## src/rtl/fp_addsub_seq_pkg.sv

```systemverilog
// Shared definitions for the sequential floating-point adder: FSM state encodings
// and the exception flag bundle carried from UNPACK to the result bus.
package fp_addsub_seq_pkg;

    typedef enum logic [2:0] {
        ST_IDLE   = 3'd0,
        ST_UNPACK = 3'd1,
        ST_ALIGN  = 3'd2,
        ST_ADD    = 3'd3,
        ST_NORM   = 3'd4,
        ST_ROUND  = 3'd5,
        ST_OUT    = 3'd6
    } state_t;

    typedef struct packed {
        logic overflow;
        logic underflow;
        logic invalid;
    } flags_t;

    localparam flags_t FLAGS_NONE = '0;

endpackage

```

## src/rtl/fp_lzc.sv

```systemverilog
// Combinational leading-zero counter; an all-zero input reports WIDTH.
module fp_lzc #(
    parameter int WIDTH = 27,
    localparam int CNT_W = $clog2(WIDTH + 1)
) (
    input  logic [WIDTH-1:0] value,
    output logic [CNT_W-1:0] count
);

    // Ascending scan: the highest set bit is the last one to write the count.
    always_comb begin
        count = CNT_W'(WIDTH);
        for (int i = 0; i < WIDTH; i++) begin
            if (value[i]) begin
                count = CNT_W'(WIDTH - 1 - i);
            end
        end
    end

endmodule

```

## src/rtl/fp_addsub_seq.sv

```systemverilog
// Multi-cycle floating-point adder/subtractor, one operation in flight.
// IDLE -> UNPACK -> ALIGN -> ADD -> NORM -> ROUND -> OUT; result published 6 edges after accept.
module fp_addsub_seq
    import fp_addsub_seq_pkg::*;
#(
    parameter int EXP_W      = 8,
    parameter int MAN_W      = 23,
    parameter int ROUND_MODE = 0,
    localparam int W         = 1 + EXP_W + MAN_W
) (
    input  logic         clk,
    input  logic         rst,
    input  logic         in_valid,
    output logic         in_ready,
    input  logic [W-1:0] in_a,
    input  logic [W-1:0] in_b,
    input  logic         in_op,
    output logic         out_valid,
    input  logic         out_ready,
    output logic [W-1:0] out_result,
    output logic         out_overflow,
    output logic         out_underflow,
    output logic         out_invalid
);

    localparam int XW  = MAN_W + 4;      // hidden + mantissa + G,R,S
    localparam int SW  = MAN_W + 5;      // XW plus carry
    localparam int EW  = EXP_W + 2;      // exponent with headroom and sign
    localparam int LZW = $clog2(XW + 1);
    localparam logic [EXP_W-1:0] EXP_ONES  = '1;
    localparam logic [EXP_W:0]   SHIFT_LIM = (EXP_W + 1)'(XW);

    function automatic logic [W-1:0] inf_word(input logic s);
        return {s, {EXP_W{1'b1}}, {MAN_W{1'b0}}};
    endfunction

    function automatic logic [W-1:0] zero_word(input logic s);
        return {s, {(W-1){1'b0}}};
    endfunction

    state_t state, state_next;

    logic [W-1:0]     a_q, b_q;
    logic             op_q;

    logic             spec_q;
    logic [W-1:0]     spec_word_q;
    flags_t           spec_flags_q;
    logic             ua_sign, ub_sign;
    logic [EXP_W-1:0] ua_exp, ub_exp;
    logic [MAN_W-1:0] ua_man, ub_man;

    logic             al_sign, al_sub;
    logic [EXP_W-1:0] al_exp;
    logic [XW-1:0]    al_big, al_small;

    logic [SW-1:0]    ad_sum;
    logic             ad_sign;
    logic [EXP_W-1:0] ad_exp;

    logic [XW-1:0]    nm_sig;
    logic [EW-1:0]    nm_exp;
    logic             nm_sign, nm_zero, nm_underflow;

    logic [W-1:0]     res_word;
    flags_t           res_flags;
    flags_t           out_flags;

    // UNPACK
    logic             u_sign_a, u_sign_b;
    logic [EXP_W-1:0] u_exp_a, u_exp_b;
    logic [MAN_W-1:0] u_man_a, u_man_b;
    logic             a_nan, b_nan, a_inf, b_inf, a_zero, b_zero;
    logic             u_spec;
    logic [W-1:0]     u_word;
    flags_t           u_flags;

    always_comb begin
        u_sign_a = a_q[W-1];
        u_exp_a  = a_q[W-2:MAN_W];
        u_man_a  = a_q[MAN_W-1:0];
        u_sign_b = b_q[W-1] ^ op_q;
        u_exp_b  = b_q[W-2:MAN_W];
        u_man_b  = b_q[MAN_W-1:0];
        a_nan    = (u_exp_a == EXP_ONES) && (u_man_a != '0);
        b_nan    = (u_exp_b == EXP_ONES) && (u_man_b != '0);
        a_inf    = (u_exp_a == EXP_ONES) && (u_man_a == '0);
        b_inf    = (u_exp_b == EXP_ONES) && (u_man_b == '0);
        a_zero   = (u_exp_a == '0);
        b_zero   = (u_exp_b == '0);
        u_spec   = 1'b1;
        u_word   = '0;
        u_flags  = FLAGS_NONE;
        if (a_nan || b_nan || (a_inf && b_inf && (u_sign_a != u_sign_b))) begin
            u_word          = '1;
            u_flags.invalid = 1'b1;
        end else if (a_inf) begin
            u_word = inf_word(u_sign_a);
        end else if (b_inf) begin
            u_word = inf_word(u_sign_b);
        end else if (a_zero && b_zero) begin
            u_word = zero_word(u_sign_a | u_sign_b);
        end else if (b_zero) begin
            u_word = a_q;
        end else if (a_zero) begin
            u_word = {u_sign_b, b_q[W-2:0]};
        end else begin
            u_spec = 1'b0;
        end
    end

    // ALIGN
    logic             a_bigger;
    logic             big_sign;
    logic [EXP_W-1:0] big_exp, small_exp, exp_diff;
    logic [MAN_W-1:0] big_man, small_man;
    logic [XW-1:0]    small_ext, lost_mask, small_aligned;

    always_comb begin
        a_bigger  = {ua_exp, ua_man} >= {ub_exp, ub_man};
        big_sign  = a_bigger ? ua_sign : ub_sign;
        big_exp   = a_bigger ? ua_exp  : ub_exp;
        big_man   = a_bigger ? ua_man  : ub_man;
        small_exp = a_bigger ? ub_exp  : ua_exp;
        small_man = a_bigger ? ub_man  : ua_man;
        exp_diff  = big_exp - small_exp;
        small_ext = {1'b1, small_man, 3'b000};
        lost_mask = ~({XW{1'b1}} << exp_diff);
        if ({1'b0, exp_diff} >= SHIFT_LIM) begin
            small_aligned = {{(XW-1){1'b0}}, 1'b1};
        end else begin
            small_aligned = (small_ext >> exp_diff)
                          | {{(XW-1){1'b0}}, |(small_ext & lost_mask)};
        end
    end

    // ADD: operands are ordered, so the difference never goes negative.
    logic [SW-1:0] sum_next;

    always_comb begin
        if (al_sub) begin
            sum_next = {1'b0, al_big} - {1'b0, al_small};
        end else begin
            sum_next = {1'b0, al_big} + {1'b0, al_small};
        end
    end

    // NORM
    logic [LZW-1:0] lz_count;
    logic [XW-1:0]  n_sig;
    logic [EW-1:0]  n_exp;
    logic           n_zero, n_underflow;

    fp_lzc #(.WIDTH(XW)) u_lzc (
        .value (ad_sum[XW-1:0]),
        .count (lz_count)
    );

    always_comb begin
        n_zero = (ad_sum == '0);
        if (ad_sum[SW-1]) begin
            n_sig = {ad_sum[SW-1:2], ad_sum[1] | ad_sum[0]};
            n_exp = {2'b00, ad_exp} + EW'(1);
        end else begin
            n_sig = ad_sum[XW-1:0] << lz_count;
            n_exp = {2'b00, ad_exp} - EW'(lz_count);
        end
        n_underflow = !n_zero && (n_exp[EW-1] || (n_exp == '0));
    end

    // ROUND
    logic [MAN_W-1:0] r_man;
    logic             r_inc;
    logic [MAN_W+1:0] r_sig;
    logic [EW-1:0]    r_exp;
    logic [W-1:0]     r_word;
    flags_t           r_flags;

    always_comb begin
        r_man   = nm_sig[XW-2:3];
        r_inc   = (ROUND_MODE == 1) && nm_sig[2] && (nm_sig[1] || nm_sig[0] || r_man[0]);
        r_sig   = {1'b0, nm_sig[XW-1], r_man} + {{(MAN_W+1){1'b0}}, r_inc};
        r_exp   = nm_exp + EW'(r_sig[MAN_W+1]);
        r_word  = '0;
        r_flags = FLAGS_NONE;
        if (spec_q) begin
            r_word  = spec_word_q;
            r_flags = spec_flags_q;
        end else if (nm_zero) begin
            // exact cancellation is reported as negative zero
            r_word = zero_word(1'b1);
        end else if (nm_underflow) begin
            r_word            = zero_word(nm_sign);
            r_flags.underflow = 1'b1;
        end else if (r_exp >= {2'b00, EXP_ONES}) begin
            r_word           = inf_word(nm_sign);
            r_flags.overflow = 1'b1;
        end else begin
            r_word = {nm_sign, r_exp[EXP_W-1:0], r_sig[MAN_W-1:0]};
        end
    end

    // FSM
    always_comb begin
        state_next = state;
        case (state)
            ST_IDLE:   if (in_valid) state_next = ST_UNPACK;
            ST_UNPACK: state_next = ST_ALIGN;
            ST_ALIGN:  state_next = ST_ADD;
            ST_ADD:    state_next = ST_NORM;
            ST_NORM:   state_next = ST_ROUND;
            ST_ROUND:  state_next = ST_OUT;
            ST_OUT:    if (out_valid && out_ready) state_next = ST_IDLE;
            default:   state_next = ST_IDLE;
        endcase
    end

    assign in_ready      = (state == ST_IDLE);
    assign out_overflow  = out_flags.overflow;
    assign out_underflow = out_flags.underflow;
    assign out_invalid   = out_flags.invalid;

    always_ff @(posedge clk) begin
        if (rst) begin
            state      <= ST_IDLE;
            out_valid  <= 1'b0;
            out_result <= '0;
            out_flags  <= FLAGS_NONE;
        end else begin
            state <= state_next;
            case (state)
                ST_IDLE: begin
                    if (in_valid) begin
                        a_q  <= in_a;
                        b_q  <= in_b;
                        op_q <= in_op;
                    end
                end
                ST_UNPACK: begin
                    spec_q       <= u_spec;
                    spec_word_q  <= u_word;
                    spec_flags_q <= u_flags;
                    ua_sign      <= u_sign_a;
                    ua_exp       <= u_exp_a;
                    ua_man       <= u_man_a;
                    ub_sign      <= u_sign_b;
                    ub_exp       <= u_exp_b;
                    ub_man       <= u_man_b;
                end
                ST_ALIGN: begin
                    al_sign  <= big_sign;
                    al_sub   <= ua_sign ^ ub_sign;
                    al_exp   <= big_exp;
                    al_big   <= {1'b1, big_man, 3'b000};
                    al_small <= small_aligned;
                end
                ST_ADD: begin
                    ad_sum  <= sum_next;
                    ad_sign <= al_sign;
                    ad_exp  <= al_exp;
                end
                ST_NORM: begin
                    nm_sig       <= n_sig;
                    nm_exp       <= n_exp;
                    nm_sign      <= ad_sign;
                    nm_zero      <= n_zero;
                    nm_underflow <= n_underflow;
                end
                ST_ROUND: begin
                    res_word  <= r_word;
                    res_flags <= r_flags;
                end
                ST_OUT: begin
                    // first OUT cycle publishes; afterwards hold until accepted
                    if (!out_valid) begin
                        out_valid  <= 1'b1;
                        out_result <= res_word;
                        out_flags  <= res_flags;
                    end else if (out_ready) begin
                        out_valid <= 1'b0;
                    end
                end
                default: ;
            endcase
        end
    end

endmodule
```

## config.mk

```make
export PLATFORM = sky130hd
export DESIGN_NAME = fp_addsub_seq
export DESIGN_NICKNAME = d
export VERILOG_FILES = /design/src/rtl/fp_addsub_seq_pkg.sv /design/src/rtl/fp_lzc.sv /design/src/rtl/fp_addsub_seq.sv
export SDC_FILE = /design/constraint.sdc
export NUM_CORES = 1
export LEC_CHECK = 0
export BUFFER_PORTS_ARGS = -buffer_cell sky130_fd_sc_hd__buf_2
export CORE_UTILIZATION = 45
export CTS_CLUSTER_DIAMETER = 60
export DETAILED_ROUTE_END_ITERATION = 7
export SLEW_MARGIN = 20
export SYNTH_ARGS = -nofsm -noshare
export SYNTH_HDL_FRONTEND = slang
export SYNTH_HIERARCHICAL = 1
export SYNTH_SLANG_ARGS = --single-unit
```

## constraint.sdc

```tcl
create_clock -name clk -period 19.4 [get_ports clk]
set_input_delay 0 -clock clk [delete_from_list [all_inputs] [get_ports clk]]
set_output_delay 0 -clock clk [all_outputs]
set_load 0.02 [all_outputs]
```

==> qor.yml, run 1 <==
status:
  status: "finished clean"
finish:
  fin_cells: 2688
  areaGrowthSynthToFinish_pct: 15.8
  fin_util_pct: 52.9
  diodes: 0
  seq_area_um2: 10700
  multi_input_area_um2: 8750
  fill_cells: 3918
  layout-drive-gt1-share_pct: 12.2
  fin_nets: 2221
timing:
  slew_headroom_pct: 32.4
  final-max-slew-violation-count: 0
  hold_viol: 0
  setup_viol: 0
  finalSetupTns_ns: 0
  post-route-period-util_pct: 27.4
  rsz0062_at_grt: "no"
  whs_ns: 0.139
  timing.final.crit_period_ns: 5.31
  clock_skew_ns: 0.0202
  worstMarginPinSlew_ns: 1.01
  fmax_mhz: 188
clocking:
  root_buffer: "clkbuf_16"
  cts_made_buffers: 41
  clkTransAtPathRegs_ns: 0.06
  tritoncts: "done"
  clockBufferDepth: 3
  cts_setup_buffers: 0
  cts.sinks: 370
  insertion_delay_ns: 0.56
  cts_resized: 0
  cts_htree_levels: 2
critical_path:
  crit_type: "flip-flop to flip-flop"
  cp_top_family: "compound AO/OA/AOI/OAI gates"
  worstPathRequired_ns: 19.71
  endpoint: "al_small[0]$_SDFFCE_PP1P_"
  crit_top_cell: "o211a_2"
  crit_path_end_kind: "flip-flop"
  cp-startpoint: "ua_exp[4]$_DFFE_PP_"
  arrival_ns: 5.62
  rrSetupSlack_ns: 14.09
  crit_path_max_fanout: 38
  rr_startpoint: "ua_exp[4]$_DFFE_PP_"
  reg2reg_to: "al_small[0]$_SDFFCE_PP1P_"
  cp_num_buf_inv: 1
  critPathLaunchType: "flip-flop"
  reg2reg_depth: 13
  crit_cells: 13
  critical_path.max_stage_delay_ns: 0.78
  cpMaxStageDelayCell: "a211oi_2"
  cp_cell_sequence: "ha_1 > nand4_1 > nor4_2 > a211oi_4 > buf_4 > o211a_2 > o211a_2 > o311a_4 > a211oi_2 > and2_1 > a2111oi_0 > nor4b_2 > nand3_1"
drt:
  drc: 0
  drtPass1Iterations: 5
  vias: 15200
  vias_per_cell: 5.65
  routedWlPerCell_um: 19.9
  ant_nets: 0
  drtIter0Drc: 1364
  routed_wirelength_um: 53500
flow_run:
  drv_cap: 0
synth:
  ys_ff_latch: 370
  seq_area_frac_synth_pct: 53.1
  async_flop_share_pct: 0
  synth_area_um2: 20200
  syn_inst: 1919
  synth.avg_cell_area_um2: 10.5
  yosys_warnings: 6
  syn_nets: 2076
  synth_edf_count: 331
  synthFlopType: "edfxtp_1"
  synth_cell_types: 82
floorplan:
  fp.dieH_um: 214
  rows: 77
  dieArea_um2: 45700
  start_util_pct: 45.6
  ios: 106
  die_w_um: 214
  coreArea_um2: 44200
power_and_ir_drop:
  ir_drop_uv: 63.7
  p_int_w: 0.00144
  netSwitchingPower_w: 0.000482
  pwr-share-comb_pct: 12.4
  p_seq_share_pct: 47.5
  finalPower_w: 0.00192
  powerDensity_nw_per_um2: 82.1
  p_leak_nw: 8.75
  power.share.clock_pct: 40.2
  p_sw_share_pct: 25.1
global_route:
  grt_pass1_wl_um: 82000
  grt_start_max_net_pins: 63
  grt_pass1_vias: 14700
  track_usage_pct: 23.7
  gr-total-overflow: 0
  antenna_found_initial: 2
placed_design:
  hpwl_um: 40000
  numPortBuffers: 105
  dp_cells: 2545
  place_congestion: 0.928
min_path:
  hold_class: "input pin to flip-flop"
metrics by stage:
| step | instance area (um2) | setup WS [ns] |
|---|---|---|
| floorplan | 20200 | 11.44 |
| finish | 23400 | 14.09 |
| detailed placement | 21300 | 14.13 |
| CTS | 23400 | 14.13 |
| global placement | 21300 | 14.29 |
| global route | 23400 | 13.82 |
state kept, by name, summed over array words and instances, names as in the netlist, 3 cells and up:
register     cells
al_exp           8
spec_word_q     32
ua_exp           8
state            3
nm_sig          23
out_result      32
ub_man          23
ua_man          23
res_word        32
ad_sum          28
nm_exp          10
b_q             32
a_q             32
res_flags        3
al_small        27
al_big          23
ad_exp           8
ub_exp           8
synth_stat cells, drive strengths merged (29+ instances only):
master,count,area [um2]
mux2i,105,1050
clkbuf,69,259
o21ai,152,764
nand2,247,930
a21oi,141,709
nor3,37,185
ha,86,1080
nor2,155,582
dfxtp,39,781
xnor2,29,262
inv,104,390
buf,29,145
a22o,32,280
a22oi,29,218
edfxtp,331,9940
nor4,33,213
logic make-up (layout without fill, tap and decap cells):
logic type	count (synthesis)	count (layout)	synth area share, %
xor gates and xnor gates	42	42	1.86
muxes	123	123	6.44
AOI/OAI and AO/OA	508	508	16.1
buffers and inverters	203	380	3.96
adders and majority gates	88	88	5.53
and+or+nand+nor	585	585	13.0
DFF	370	370	53.1
power groups by stage:
| stage | clock (W) | sequential (W) | combinational (W) |
|---|---|---|---|
| global placement | 0 | 0.000928 | 0.000222 |
| CTS | 0.000791 | 0.000911 | 0.000234 |
| detailed placement | 0 | 0.000928 | 0.000223 |
| finish | 0.000771 | 0.000911 | 0.000237 |
| floorplan | 0 | 0.000923 | 0.000162 |
| global route | 0.000819 | 0.000913 | 0.000259 |
worst min-delay path by stage:
stage | startpoint | end | slack, ns | cells after the start
after floorplan | in_a[0] | a_q[0]$_DFFE_PP_ | 0.1 | 0
after global placement | in_a[0] | a_q[0]$_DFFE_PP_ | 0.18 | 1
after detailed placement | in_b[21] | b_q[21]$_DFFE_PP_ | 0.18 | 1
after CTS | in_a[23] | a_q[23]$_DFFE_PP_ | 0.10 | 2
after global routing | in_b[16] | b_q[16]$_DFFE_PP_ | 0.12 | 2
final | in_op | op_q$_DFFE_PP_ | 0.14 | 2
timing repair:
item	CTS	global route
hold buffers	68	0
endpoints found under the setup margin	0	0
endpoints found under the hold margin	69	0
metal layers:
metal	part of all wire, %	global-route usage, %
met1	45	31.7
met2	48	39.7
met3	4.9	3.41
met4	2.6	7.14
met5	0	0
worst register-to-register path, stage by stage, from the launching register on:
cell       delay, ns
edfxtp_1        0.43
ha_1            0.56
nand4_1         0.32
nor4_2          0.61
a211oi_4        0.13
buf_4           0.34
o211a_2         0.41
o211a_2         0.29
o311a_4         0.33
a211oi_2        0.78
and2_1          0.32
a2111oi_0       0.14
nor4b_2         0.29
nand3_1         0.09
cells in the final DEF (no fill, tap or decap), drive strengths merged, types with 15 or more instances in the layout:
cell / Yosys / routed
mux2i: 105 / 105
a31oi: 15 / 15
nor4: 33 / 33
a211oi: 25 / 25
dfxtp: 39 / 39
a21oi: 141 / 141
nand3: 26 / 26
edfxtp: 331 / 331
o21ai: 152 / 152
nand2: 247 / 247
inv: 104 / 108
dlygate4sd3: 0 / 68
ha: 86 / 86
buf: 29 / 132
nor2b: 15 / 15
nor3: 37 / 37
a22o: 32 / 32
clkbuf: 69 / 53
xnor2: 29 / 29
clkinv: 1 / 17
nor2: 155 / 155
a22oi: 29 / 29
cell type report:
type	count	area share, %
Sequential cell	370	45.9
Multi-Input combinational cell	1346	37.5
Timing Repair Buffer	200	6.03
Clock buffer	53	5.03
Tap cell	592	3.17
Inverter	105	1.69
Clock inverter	22	0.760
(Power assumes the default switching activity.)
==> inputs of run 2 (changes only) <==
clock period = 4.3 ns   (was 19.4 ns; I/O delays follow)
==> qor.yml, run 2 (same netlist as run 1, synthesis figures left out) <==
clocking:
  insertion_delay_ns: 0.56  # about the same
  root_buffer: "clkbuf_16"  # unchanged
  tritoncts: "done"  # unchanged
  cts_made_buffers: 41  # unchanged
  cts_htree_levels: 2  # unchanged
  clockBufferDepth: 3  # unchanged
  clkTransAtPathRegs_ns: 0.06  # about the same
  cts.sinks: 370  # unchanged
finish:
  layout_common_cells: "331 x edfxtp_1, 246 x nand2_1, 151 x nor2_1, 142 x o21ai_0, 138 x a21oi_1"  # was 331 x edfxtp_1, 246 x nand2_1, 153 x nor2_1, 143 x o21ai_0, 138 x a21oi_1
  fin_nets: 2283  # was 2221
  layout-drive-gt1-share_pct: 15.2  # was 12.2%
  diodes: 0  # unchanged
  layout_commonest_cell: "edfxtp_1"  # unchanged
  areaGrowthSynthToFinish_pct: 18.9  # was 15.8%
  fin_area_um2: 24000  # was 23400 um2
  fill_cells: 3814  # was 3918
global_route:
  track_usage_pct: 24.3  # was 23.7%
  grt_start_max_net_pins: 66  # was 63
  grt_pass1_vias: 15000  # was 14700
  gr-total-overflow: 0  # unchanged
  grt_pass1_wl_um: 83600  # was 82000 um
  antenna_found_initial: 2  # unchanged
critical_path:
  arrival_ns: 4.59  # was 5.62 ns
  worstPathRequired_ns: 4.60  # was 19.71 ns
  crit_path_end_kind: "flip-flop"  # unchanged
  crit_path_max_fanout: 6  # was 38
  crit_type: "flip-flop to flip-flop"  # unchanged
  critPathLaunchType: "flip-flop"  # unchanged
power_and_ir_drop:
  finalPower_w: 0.00876  # was 0.00192 W
  ir_drop_uv: 355  # was 63.7 uV
  powerDensity_nw_per_um2: 365  # was 82.1 nW/um2
  p_leak_nw: 9.06  # was 8.75 nW
drt:
  ant_nets: 0  # unchanged
  vias_per_cell: 5.63  # was 5.65
  drtIter0Drc: 1186  # was 1364
  drc: 0  # unchanged
  drtPass1Iterations: 5  # unchanged
  routed_wirelength_um: 55300  # was 53500 um
  vias: 15500  # was 15200
  routedWlPerCell_um: 20.1  # was 19.9 um
placed_design:
  place_congestion: 0.948  # was 0.928
  dpl_cell_area_um2: 21900  # was 21300 um2
  numPortBuffers: 105  # unchanged
  pre_cts_slack_ns: -0.0479  # was 14.13 ns
  hpwl_um: 41900  # was 40000 um
timing:
  setup_viol: 0  # unchanged
  final-max-slew-violation-count: 0  # unchanged
  worstMarginPinSlew_ns: 1.00  # was 1.01 ns
  hold_viol: 0  # unchanged
  setup_ws_ns: 0.0169  # was 14.09 ns
  timing.final.crit_period_ns: 4.28  # was 5.31 ns
  fmax_mhz: 233  # was 188 MHz
  clock_skew_ns: 0.0243  # was 0.0202 ns
  post-route-period-util_pct: 99.6  # was 27.4%
  slew_headroom_pct: 32.7  # was 32.4%
  rsz0062_at_grt: "yes"  # was no
floorplan:
  fp.dieH_um: 214  # unchanged
  start_util_pct: 45.6  # unchanged
  dieArea_um2: 45700  # unchanged
  coreArea_um2: 44200  # unchanged
  rows: 77  # unchanged
  ios: 106  # unchanged
  die_w_um: 214  # unchanged
min_path:
  hold_class: "input pin to flip-flop"  # unchanged
status:
  status: "finished clean"  # unchanged
flow_run:
  drv_cap: 0  # unchanged
==> run 2: cell types whose count changed in the layout (fill, tap and decap cells not counted), moves of 3 or more <==
cell / change
buf_12: +5
buf_4: +54
buf_6: +3
clkbuf_1: +4
clkinv_2: -3
mux2i_1: -4
mux2i_2: +4
==> run 2: cell type report <==
| cell class | count | area, um2 | area share, % |
|---|---|---|---|
| Sequential cell | 370 | 10700 | 44.7 |
| Multi-Input combinational cell | 1346 | 8890 | 37.0 |
| Timing Repair Buffer | 262 | 1950 | 8.11 |
| Clock buffer | 55 | 1140 | 4.75 |
| Tap cell | 592 | 741 | 3.09 |
| Inverter | 105 | 394 | 1.64 |
| Clock inverter | 18 | 174 | 0.725 |
==> run 2: path summary, 6_finish.rpt <==
path                        from                           to  slack (ns)  cells after the start
min                          rst  out_result[12]$_SDFFE_PP0P_        0.05                      2
max reg2reg  ub_man[4]$_DFFE_PP_    al_small[0]$_SDFFCE_PP1P_        0.02                     19
max          ub_man[4]$_DFFE_PP_    al_small[0]$_SDFFCE_PP1P_        0.02                     19
min reg2reg    al_sign$_DFFE_PP_            ad_sign$_DFFE_PP_        0.42                      0
==> run 2: metrics by stage <==
step / util [%] / setup TNS [ns] / instances / hold WS, ns
2_1_floorplan: - / -0.206 / 1919 / 0.0989
3_3_place_gp: 49.5 / 0 / 2602 / 0.176
3_5_place_dp: 49.5 / -0.0512 / 2602 / 0.178
4_1_cts: 54.0 / -0.0127 / 2742 / 0.0383
5_1_grt: 54.3 / -0.174 / 2748 / 0.102
6_report: 54.3 / 0 / 2748 / 0.0518
==> run 2: worst max-delay path: stages (launching register included) <==
cell and delay, ns:
edfxtp_1 0.41, inv_2 0.10, ha_4 0.21, a21o_1 0.15
a211o_1 0.29, a41oi_2 0.26, o21ai_4 0.13, a211oi_4 0.28
nor2_1 0.08, a21oi_1 0.14, ha_1 0.17, inv_1 0.05
o211a_4 0.17, o211a_4 0.26, o311a_4 0.34, a2111oi_4 0.27
buf_4 0.23, a221oi_1 0.10, nor4b_2 0.29, nand3_1 0.09
==> run 2: power breakdown <==
part           switching, W  internal (W)
registers         0.0000800       0.00403
clock network       0.00138       0.00204
logic              0.000726      0.000497
==> run 2: per-layer routing <==
| layer | wire, um | global-route usage [%] | share of wire, % |
|---|---|---|---|
| met5 | 0 | 0 | 0 |
| met4 | 2000 | 10.2 | 3.6 |
| met3 | 2750 | 3.56 | 5.0 |
| met2 | 26600 | 41.1 | 48 |
| met1 | 23900 | 31.3 | 43 |
==> run 2: repair_timing <==
item / 4_1_cts / 5_1_grt
hold buffers: 67 / 0
hold endpoints to repair: 69 / 0
gates resized for setup: 1 / 17
pin swaps: 1 / 1
setup buffers: 0 / 5
gates cloned: 0 / 1
setup endpoints to repair: 2 / 14
